<file path="src/rtl/fetch_pkg.sv">
// rtl/fetch_pkg.sv - shared widths, reset PC and the fetched-entry type for the fetch unit
// Ports: none (package).
package fetch_pkg;

  localparam int ADDRWIDTH   = 32;
  localparam int DATAWIDTH   = 32;
  localparam int INSTR_BYTES = 4;
  localparam logic [ADDRWIDTH-1:0] START_ADDR = 32'h0100_0000;

  typedef struct packed {
    logic [ADDRWIDTH-1:0] pc;
    logic [DATAWIDTH-1:0] instr;
  } fetch_entry_t;

  // Instructions are word aligned; any low address bit set is a bad target.
  function automatic logic misaligned(input logic [ADDRWIDTH-1:0] addr);
    return addr[1:0] != 2'b00;
  endfunction

endpackage

</file>
<file path="src/rtl/fetch_if.sv">
// rtl/fetch_if.sv - instruction-memory, redirect and decode-side signals of the fetch unit
// Ports: none; master = fetch unit side (drives imem address/controls, decode output, fault),
//        slave = environment side (memory read data, redirect, decode ready).
interface fetch_if;
  import fetch_pkg::*;

  logic [ADDRWIDTH-1:0] imem_address;
  logic                 imem_read_write;
  logic [DATAWIDTH-1:0] imem_data_in;
  logic [DATAWIDTH-1:0] imem_data_out;
  logic                 redirect_valid;
  logic [ADDRWIDTH-1:0] redirect_target;
  logic                 out_valid;
  logic                 out_ready;
  logic [ADDRWIDTH-1:0] out_pc;
  logic [DATAWIDTH-1:0] out_instr;
  logic                 fault;

  modport master (
    output imem_address, imem_read_write, imem_data_in,
    input  imem_data_out,
    input  redirect_valid, redirect_target,
    output out_valid, out_pc, out_instr, fault,
    input  out_ready
  );

  modport slave (
    input  imem_address, imem_read_write, imem_data_in,
    output imem_data_out,
    output redirect_valid, redirect_target,
    input  out_valid, out_pc, out_instr, fault,
    output out_ready
  );

endinterface

</file>
<file path="src/rtl/fetch_fifo.sv">
// rtl/fetch_fifo.sv - generic synchronous FIFO with push/pop/flush, count and full/empty flags
// Ports: clk, reset (sync, active high); push_i/data_i write side; pop_i read side;
//        flush_i empties the FIFO (wins over push/pop); head_o raw head entry;
//        count_o occupancy; full_o/empty_o status.
module fetch_fifo #(
  parameter type T     = logic [7:0],
  parameter int  DEPTH = 2
) (
  input  logic                       clk,
  input  logic                       reset,
  input  logic                       push_i,
  input  T                           data_i,
  input  logic                       pop_i,
  input  logic                       flush_i,
  output T                           head_o,
  output logic [$clog2(DEPTH+1)-1:0] count_o,
  output logic                       full_o,
  output logic                       empty_o
);

  localparam int PW = $clog2(DEPTH);
  localparam int CW = $clog2(DEPTH+1);

  T                mem_q [DEPTH];
  logic [PW-1:0]   rd_ptr_q;
  logic [PW-1:0]   wr_ptr_q;
  logic [CW-1:0]   count_q;

  // Storage is not reset: the head is only meaningful while count is non-zero.
  always_ff @(posedge clk) begin
    if (push_i && !flush_i) begin
      mem_q[wr_ptr_q] <= data_i;
    end
  end

  // DEPTH is a power of two, so pointer wrap is plain binary overflow.
  always_ff @(posedge clk) begin
    if (reset || flush_i) begin
      rd_ptr_q <= '0;
      wr_ptr_q <= '0;
      count_q  <= '0;
    end else begin
      if (push_i) wr_ptr_q <= wr_ptr_q + PW'(1);
      if (pop_i)  rd_ptr_q <= rd_ptr_q + PW'(1);
      case ({push_i, pop_i})
        2'b10:   count_q <= count_q + CW'(1);
        2'b01:   count_q <= count_q - CW'(1);
        default: count_q <= count_q;
      endcase
    end
  end

  assign head_o  = mem_q[rd_ptr_q];
  assign count_o = count_q;
  assign full_o  = (count_q == CW'(DEPTH));
  assign empty_o = (count_q == '0);

endmodule

</file>
<file path="src/rtl/fetch_unit.sv">
// rtl/fetch_unit.sv - PC owner and instruction-memory initiator feeding decode through a small FIFO
// Ports: clk; reset (sync, active high); bus (fetch_if.master): imem_address/imem_read_write/
//        imem_data_in to memory, imem_data_out from memory, redirect_valid/redirect_target in,
//        out_valid/out_ready/out_pc/out_instr to decode, sticky fault out.
module fetch_unit
  import fetch_pkg::*;
#(
  parameter int FIFO_DEPTH = 2
) (
  input  logic     clk,
  input  logic     reset,
  fetch_if.master  bus
);

  localparam int CW = $clog2(FIFO_DEPTH+1);

  logic [ADDRWIDTH-1:0] pc_q, pc_d;
  logic                 fault_q, fault_d;

  logic                 push, pop;
  logic                 fifo_full, fifo_empty;
  logic [CW-1:0]        fifo_count;
  fetch_entry_t         wr_entry, head_entry;

  // A pop frees a slot in the same cycle, so a full FIFO still accepts a fetch
  // when decode is draining it.
  assign pop  = bus.out_valid & bus.out_ready;
  assign push = !fault_q && !bus.redirect_valid && (!fifo_full || pop);

  assign wr_entry.pc    = pc_q;
  assign wr_entry.instr = bus.imem_data_out;

  fetch_fifo #(
    .T     (fetch_entry_t),
    .DEPTH (FIFO_DEPTH)
  ) u_fifo (
    .clk     (clk),
    .reset   (reset),
    .push_i  (push),
    .data_i  (wr_entry),
    .pop_i   (pop),
    .flush_i (bus.redirect_valid),
    .head_o  (head_entry),
    .count_o (fifo_count),
    .full_o  (fifo_full),
    .empty_o (fifo_empty)
  );

  // Redirect beats sequential fetch; once faulted nothing is pushed, so pc only
  // moves on further redirects.
  always_comb begin
    pc_d    = pc_q;
    fault_d = fault_q;
    if (bus.redirect_valid) begin
      pc_d = bus.redirect_target;
      if (misaligned(bus.redirect_target)) fault_d = 1'b1;
    end else if (push) begin
      pc_d = pc_q + ADDRWIDTH'(INSTR_BYTES);
    end
  end

  always_ff @(posedge clk) begin
    if (reset) begin
      pc_q    <= START_ADDR;
      fault_q <= 1'b0;
    end else begin
      pc_q    <= pc_d;
      fault_q <= fault_d;
    end
  end

  assign bus.imem_address    = pc_q;
  assign bus.imem_read_write = 1'b0;
  assign bus.imem_data_in    = '0;

  assign bus.out_valid = (fifo_count != '0);
  assign bus.out_pc    = fifo_empty ? '0 : head_entry.pc;
  assign bus.out_instr = fifo_empty ? '0 : head_entry.instr;
  assign bus.fault     = fault_q;

endmodule

</file>
<file path="src/flat_wrapper.sv">
// flat-port wrapper written by rule: the top's interface ports become plain ports
module fetch_unit_flat import fetch_pkg::*;
#(
  parameter int FIFO_DEPTH = 2
)
  (clk, reset, bus_imem_address, bus_imem_read_write, bus_imem_data_in, bus_imem_data_out, bus_redirect_valid, bus_redirect_target, bus_out_valid, bus_out_pc, bus_out_instr, bus_fault, bus_out_ready);
  fetch_if bus_i ();
  input  logic clk;
  input  logic reset;
  output wire logic [$bits(bus_i.imem_address)-1:0] bus_imem_address;
  output wire logic [$bits(bus_i.imem_read_write)-1:0] bus_imem_read_write;
  output wire logic [$bits(bus_i.imem_data_in)-1:0] bus_imem_data_in;
  input wire logic [$bits(bus_i.imem_data_out)-1:0] bus_imem_data_out;
  input wire logic [$bits(bus_i.redirect_valid)-1:0] bus_redirect_valid;
  input wire logic [$bits(bus_i.redirect_target)-1:0] bus_redirect_target;
  output wire logic [$bits(bus_i.out_valid)-1:0] bus_out_valid;
  output wire logic [$bits(bus_i.out_pc)-1:0] bus_out_pc;
  output wire logic [$bits(bus_i.out_instr)-1:0] bus_out_instr;
  output wire logic [$bits(bus_i.fault)-1:0] bus_fault;
  input wire logic [$bits(bus_i.out_ready)-1:0] bus_out_ready;
  assign bus_imem_address = bus_i.imem_address;
  assign bus_imem_read_write = bus_i.imem_read_write;
  assign bus_imem_data_in = bus_i.imem_data_in;
  assign bus_i.imem_data_out = bus_imem_data_out;
  assign bus_i.redirect_valid = bus_redirect_valid;
  assign bus_i.redirect_target = bus_redirect_target;
  assign bus_out_valid = bus_i.out_valid;
  assign bus_out_pc = bus_i.out_pc;
  assign bus_out_instr = bus_i.out_instr;
  assign bus_fault = bus_i.fault;
  assign bus_i.out_ready = bus_out_ready;
  fetch_unit #(.FIFO_DEPTH(FIFO_DEPTH)) u_core (.clk(clk), .reset(reset), .bus(bus_i));
endmodule
</file>
<file path="config.mk">
export PLATFORM = sky130hd
export DESIGN_NAME = fetch_unit_flat
export DESIGN_NICKNAME = d
export VERILOG_FILES = /design/src/rtl/fetch_pkg.sv /design/src/rtl/fetch_if.sv /design/src/rtl/fetch_fifo.sv /design/src/rtl/fetch_unit.sv /design/src/flat_wrapper.sv
export SDC_FILE = /design/constraint.sdc
export NUM_CORES = 1
export LEC_CHECK = 0
export ABC_CLOCK_PERIOD_IN_PS = 5000
export CORE_MARGIN = 3
export CORE_UTILIZATION = 48
export DETAILED_ROUTE_END_ITERATION = 12
export GPL_TIMING_DRIVEN = 0
export HOLD_SLACK_MARGIN = 0.06
export MAX_ROUTING_LAYER = met4
export PLACE_DENSITY_LB_ADDON = 0.08
export SYNTH_ARGS = -nofsm -noshare
export SYNTH_HDL_FRONTEND = slang
export SYNTH_SLANG_ARGS = --single-unit
</file>
<file path="constraint.sdc">
create_clock -name clk -period 5 [get_ports clk]
set_input_delay 1 -clock clk [delete_from_list [all_inputs] [get_ports clk]]
set_output_delay 1 -clock clk [all_outputs]
set_load 0.1 [all_outputs]
</file>
* Word level (Yosys, flattened, before mapping)
Memories as Yosys holds them, arrays and structs flattened. A register that Yosys moved wholly into a read port is not among the register bits.
Cells that the tools add are included.
** Storage, ports and cells
- Bits in registers :: 37
- Memory bits (writable) :: 128
- Input bits :: 68
- Output and inout port bits :: 131
- Logic and storage cells :: 38
- Memories kept :: 1
** Memory list
- u_core.u_fifo.mem_q :: depth 2, bits a word 64, read ports 1, clocked after Yosys merged registers in 1, wr ports 1, line fetch_fifo.sv:24 : T mem_q [DEPTH];
** Cells by class
- $add $sub $neg :: 5
- Eq/ne operators :: 3
- Multiplexer cells :: 9
- Bitwise operators :: 1
- Reductions and logical operators :: 14
** Operator list (count)
- $mux W32 :: 4
- $add A32 B3 Y32 const B :: 1
- $reduce_bool A2 Y1 :: 4
- $eq A2 B2 Y1 const B :: 2
- $mux W1 :: 4
- $pmux W2 S2 :: 1
- $logic_and A1 B1 Y1 :: 3
- $logic_not A1 Y1 :: 3
- $add A1 B1 Y1 const B :: 2
- $add A2 B1 Y2 const B :: 1
- $eq A2 B1 Y1 const B :: 1
- $logic_not A2 Y1 :: 1
- $logic_or A1 B1 Y1 :: 2
- $reduce_and A2 Y1 :: 1
- $sub A2 B1 Y2 const B :: 1
- $and A1 B1 Y1 :: 1

* Longest topological paths before layout
- Depth after elaboration :: 7
- Mapped depth :: 6
- Mapped depth without buffers :: 6

* By module
Synthesis repeated with hierarchy kept, for this count alone.
** Second synthesis, totals
- Cells, all modules :: 588
- Area, all modules :: 7684.9 sq um
** Modules (own cells, without submodules)
- fetch_fifo :: instances 1, cells each 221, area each 4814.6 sq um, sequential area each 3943.8 sq um
- fetch_unit :: instances 1, cells each 367, area each 2870.3 sq um, sequential area each 660.6 sq um

* Worst setup path before layout
No wires, ideal clock.
- Kind :: input-to-reg
- Start point :: input bus_out_ready
- End point :: memory u_core.u_fifo.mem_q[0][0] in the netlist's numbering, enable pin
- Library setup time :: 0.486 ns
- Arrival time :: 4.089 ns
- Data required time :: 4.514 ns
- Path slack :: 0.425 ns
- Cell stages on the path :: 3
- Path buffers :: 0
- Path through :: nor3b_4 > or3_1 > nor2_1
** On the way
- Word-level cells in the longest chain between the ends :: 6
** RTL lines
- start: declaration :: line flat_wrapper.sv:20 : input wire logic [$bits(bus_i.out_ready)-1:0] bus_out_ready;
- $and A1 B1 Y1 :: line fetch_unit.sv:27 : assign pop = bus.out_valid & bus.out_ready;
- $logic_or A1 B1 Y1 :: line fetch_unit.sv:28 : assign push = !fault_q && !bus.redirect_valid && (!fifo_full || pop);
- $logic_and A1 B1 Y1 :: line fetch_unit.sv:28
- $logic_and A1 B1 Y1 :: line fetch_fifo.sv:31 : if (push_i && !flush_i) begin
- $mux W1 :: line fetch_fifo.sv:31
- $mux W1 (implied by the code) :: line fetch_fifo.sv:32 : mem_q[wr_ptr_q] <= data_i;
- end: declaration :: line fetch_fifo.sv:24
No other way between the ends.

==> results.yml <==
layout:
  synthToLayoutAreaGrowth_pct: 36.75
  antenna_cells_inserted: 0
  n_fill_cell: 1075
  finalNetCount: 843
  post-route-cell-area_um2: 9726
  fin_util: 0.6847
  final_cell_mix: "164 x clkdlybuf4s50_1, 128 x edfxtp_1, 95 x nor2_1"
  drive_gt1_frac: 0.09796
  final_common_cell: "clkdlybuf4s50_1"
synthesis:
  yosysSeqAreaShare: 0.6474
  yosysUniqueCellTypes: 44
  synth_seq_cells: 166
  syn-cell-area_um2: 7112
  syn-mean-instance-area_um2: 12.79
  yosysWarningCount: 0
  synth_cells: 556
timing:
  finClkSkew_ns: 0.006652
  slew_viol_final: 0
  max_freq_ghz: 0.2232
  rsz0062_at_grt: "no"
  setup_viol: 0
  timing.slew.headroom: 0.3114
  fin_crit_sh: 0.8960
  timing.final.crit_period_ns: 4.480
  worst_pin_slew_ns: 1.030
  finalHoldViolCount: 0
pwr:
  leakage_nw: 3.371
  total_power_mw: 3.602
  irDropWorstVdd_v: 0.0002639
  p_int_mw: 2.508
  p_switching_mw: 1.094
  power_frac_clock: 0.338
  combPwrFrac: 0.214
  p_seq_frac: 0.448
  p_per_area_nw_per_um2: 370.4
  swShare: 0.3037
global_routing:
  grt_util_met1: 0.2671
  grtUsageMet3: 0.05083
  grt_pass1_vias: 4819
  grt_use_total: 0.2058
  busiest_layer: "met2"
  antenna_found_initial: 0
  grt_pass1_wl_mm: 25.22
  grt-ovfl-total: 0
  grt_max_degree: 35
  met2_usage: 0.3216
detailed_routing:
  ant_nets: 0
  via_per_inst: 5.176
  drt_pass1_iterations: 7
  drt_iter0_drc: 349
  drc_errors: 0
  drt_wl_total_mm: 16.27
  via_count: 5000
  wire_per_inst_um: 16.84
floorplanning:
  rows: 43
  io_pins: 199
  initial_core_util: 0.5007
  fp.coreArea_um2: 14200
  die-height_um: 127.7
  dieArea_um2: 16310
  die_width_um: 127.7
status:
  status: "finished clean"
clocking:
  cts_root_buf: "clkbuf_16"
  postCtsHoldBufs: 0
  cts_tree: "built"
  numCtsBuffers: 17
  ctsResizeCount: 0
  clockBufferDepth: 2
  cts_htree_levels: 4
  cts_sinks: 166
  postCtsSetupBuffers: 0
  cts.reportedPaths.clkPinSlew_ns: 0.06
  insertion_delay_ns: 0.42
min_path:
  min_from: "u_core.bus.imem_address[1]$_SDFFE_PP0P_"
  hold_class: "flop to flop"
worst_setup_path:
  worstPathArrival_ns: 3.48
  setup.worst_path.start_class: "flop"
  worstReg2RegStart: "u_core.u_fifo.count_o[1]$_SDFFE_PP0P_"
  end_kind: "output pin"
  critPathKind: "flop to output pin"
  required_ns: 4.00
  crit_fanout: 10
place:
  portBuffers: 164
  gp_congestion: 0.8090
  placed_area_um2: 9179
  dp_hpwl_mm: 11.61
job:
  maxCapViolCount: 0
-- cells in the mapped netlist (all sizes together) --
| master | count | share of area |
|---|---|---|
| a311oi | 1 | 0.0012 |
| o21a | 2 | 0.0021 |
| o21bai | 1 | 0.0011 |
| a21oi | 12 | 0.0084 |
| conb | 1 | 0.00053 |
| nor4b | 1 | 0.0012 |
| o22ai | 6 | 0.0053 |
| nand3b | 1 | 0.0011 |
| nand2b | 1 | 0.00088 |
| nor2b | 1 | 0.00088 |
| or4 | 2 | 0.0021 |
| buf | 45 | 0.043 |
| or3 | 2 | 0.0018 |
| a211oi | 15 | 0.016 |
| nand4 | 14 | 0.012 |
| nor3 | 5 | 0.0035 |
| or2 | 3 | 0.0026 |
| xnor2 | 7 | 0.0086 |
| edfxtp | 128 | 0.54 |
| xor2 | 20 | 0.025 |
| o211ai | 1 | 0.0011 |
| o21ai | 3 | 0.0021 |
| nand2 | 24 | 0.013 |
| and2 | 1 | 0.00088 |
| nor3b | 1 | 0.0026 |
| nand3 | 14 | 0.011 |
| mux2i | 67 | 0.094 |
| a31oi | 2 | 0.0018 |
| nor4 | 6 | 0.012 |
| nor2 | 96 | 0.051 |
| dfxtp | 38 | 0.11 |
| inv | 10 | 0.0053 |
| clkbuf | 15 | 0.011 |
| o311ai | 1 | 0.0012 |
| ha | 1 | 0.0018 |
| a31o | 1 | 0.0012 |
| and3 | 7 | 0.0062 |
-- final cells by class --
class | instances | area [µm²] | share of cell area
flip-flops and latches | 166 | 4604 | 0.4734
clock buffers | 26 | 469.2 | 0.04824
inverters | 10 | 37.54 | 0.003860
plain buffers | 60 | 382.9 | 0.03937
well taps | 180 | 225.2 | 0.02316
multi-input cells | 352 | 2220 | 0.2282
clock inverters | 5 | 77.57 | 0.007976
repair buffers | 167 | 1709 | 0.1757
-- per-stage QoR --
stage / setup TNS, ns / hold slack, ns / worst slack (ns) / std cells
6_report: 0 / 0.5237 / 0.5202 / 966
5_1_grt: 0 / 0.5374 / 0.2986 / 966
4_1_cts: 0 / 0.5307 / 0.4476 / 966
3_5_place_dp: 0 / 0.4985 / 0.9713 / 935
3_3_place_gp: -159.35 / 0.4822 / -1.887 / 932
2_1_floorplan: 0 / 0.4725 / 0.4247 / 588
-- power by group through the flow --
stage | clock network, mW | registers [mW] | logic, mW
3_3_place_gp | 0 | 1.65 | 0.753
4_1_cts | 1.25 | 1.62 | 0.772
3_5_place_dp | 0 | 1.64 | 0.770
6_report | 1.22 | 1.62 | 0.769
5_1_grt | 1.30 | 1.62 | 0.800
2_1_floorplan | 0 | 1.76 | 0.449
-- state kept, by name, indices dropped and copies added (netlist names), named ones only --
register,cells
u_core.u_fifo.count_o,2
u_core.bus.fault,1
u_core.bus.imem_address,32
u_core.u_fifo.mem_q,128
u_core.u_fifo.rd_ptr_q,1
u_core.u_fifo.wr_ptr_q,1
-- layer usage --
layer / vias to the layer above / share of wire
met5: - / 0
met4: 0 / 0.015
met3: 22 / 0.067
met2: 195 / 0.49
met1: 2403 / 0.42
li1: 2380 / -
-- path summary, 6_finish.rpt --
path	cells after the start	end	slack (ns)
max reg2reg	4	u_core.u_fifo.mem_q[1][24]$_DFFE_PP_	2.62
min	0	u_core.u_fifo.mem_q[0][33]$_DFFE_PP_	0.52
min reg2reg	0	u_core.u_fifo.mem_q[0][33]$_DFFE_PP_	0.52
max	5	bus_out_pc[11]	0.52
-- critical path, stage by stage (launching register included) --
cell             delay [ns]
dfxtp_1                0.31
clkbuf_1               0.55
buf_1                  0.63
mux2i_1                0.20
nor2_1                 0.18
clkdlybuf4s50_1        1.18
-- kinds of logic after synthesis --
group,after synthesis,synth area share
AOI/OAI and AO/OA,45,0.04135
xor gates and xnor gates,27,0.03325
adders and majority gates,1,0.001759
buffers and inverters,70,0.05911
DFF,166,0.6474
muxes,67,0.09430
other,1,0.0005273
and+or+nand+nor,179,0.1223
No activity file was read; power rests on OpenSTA's default activity.
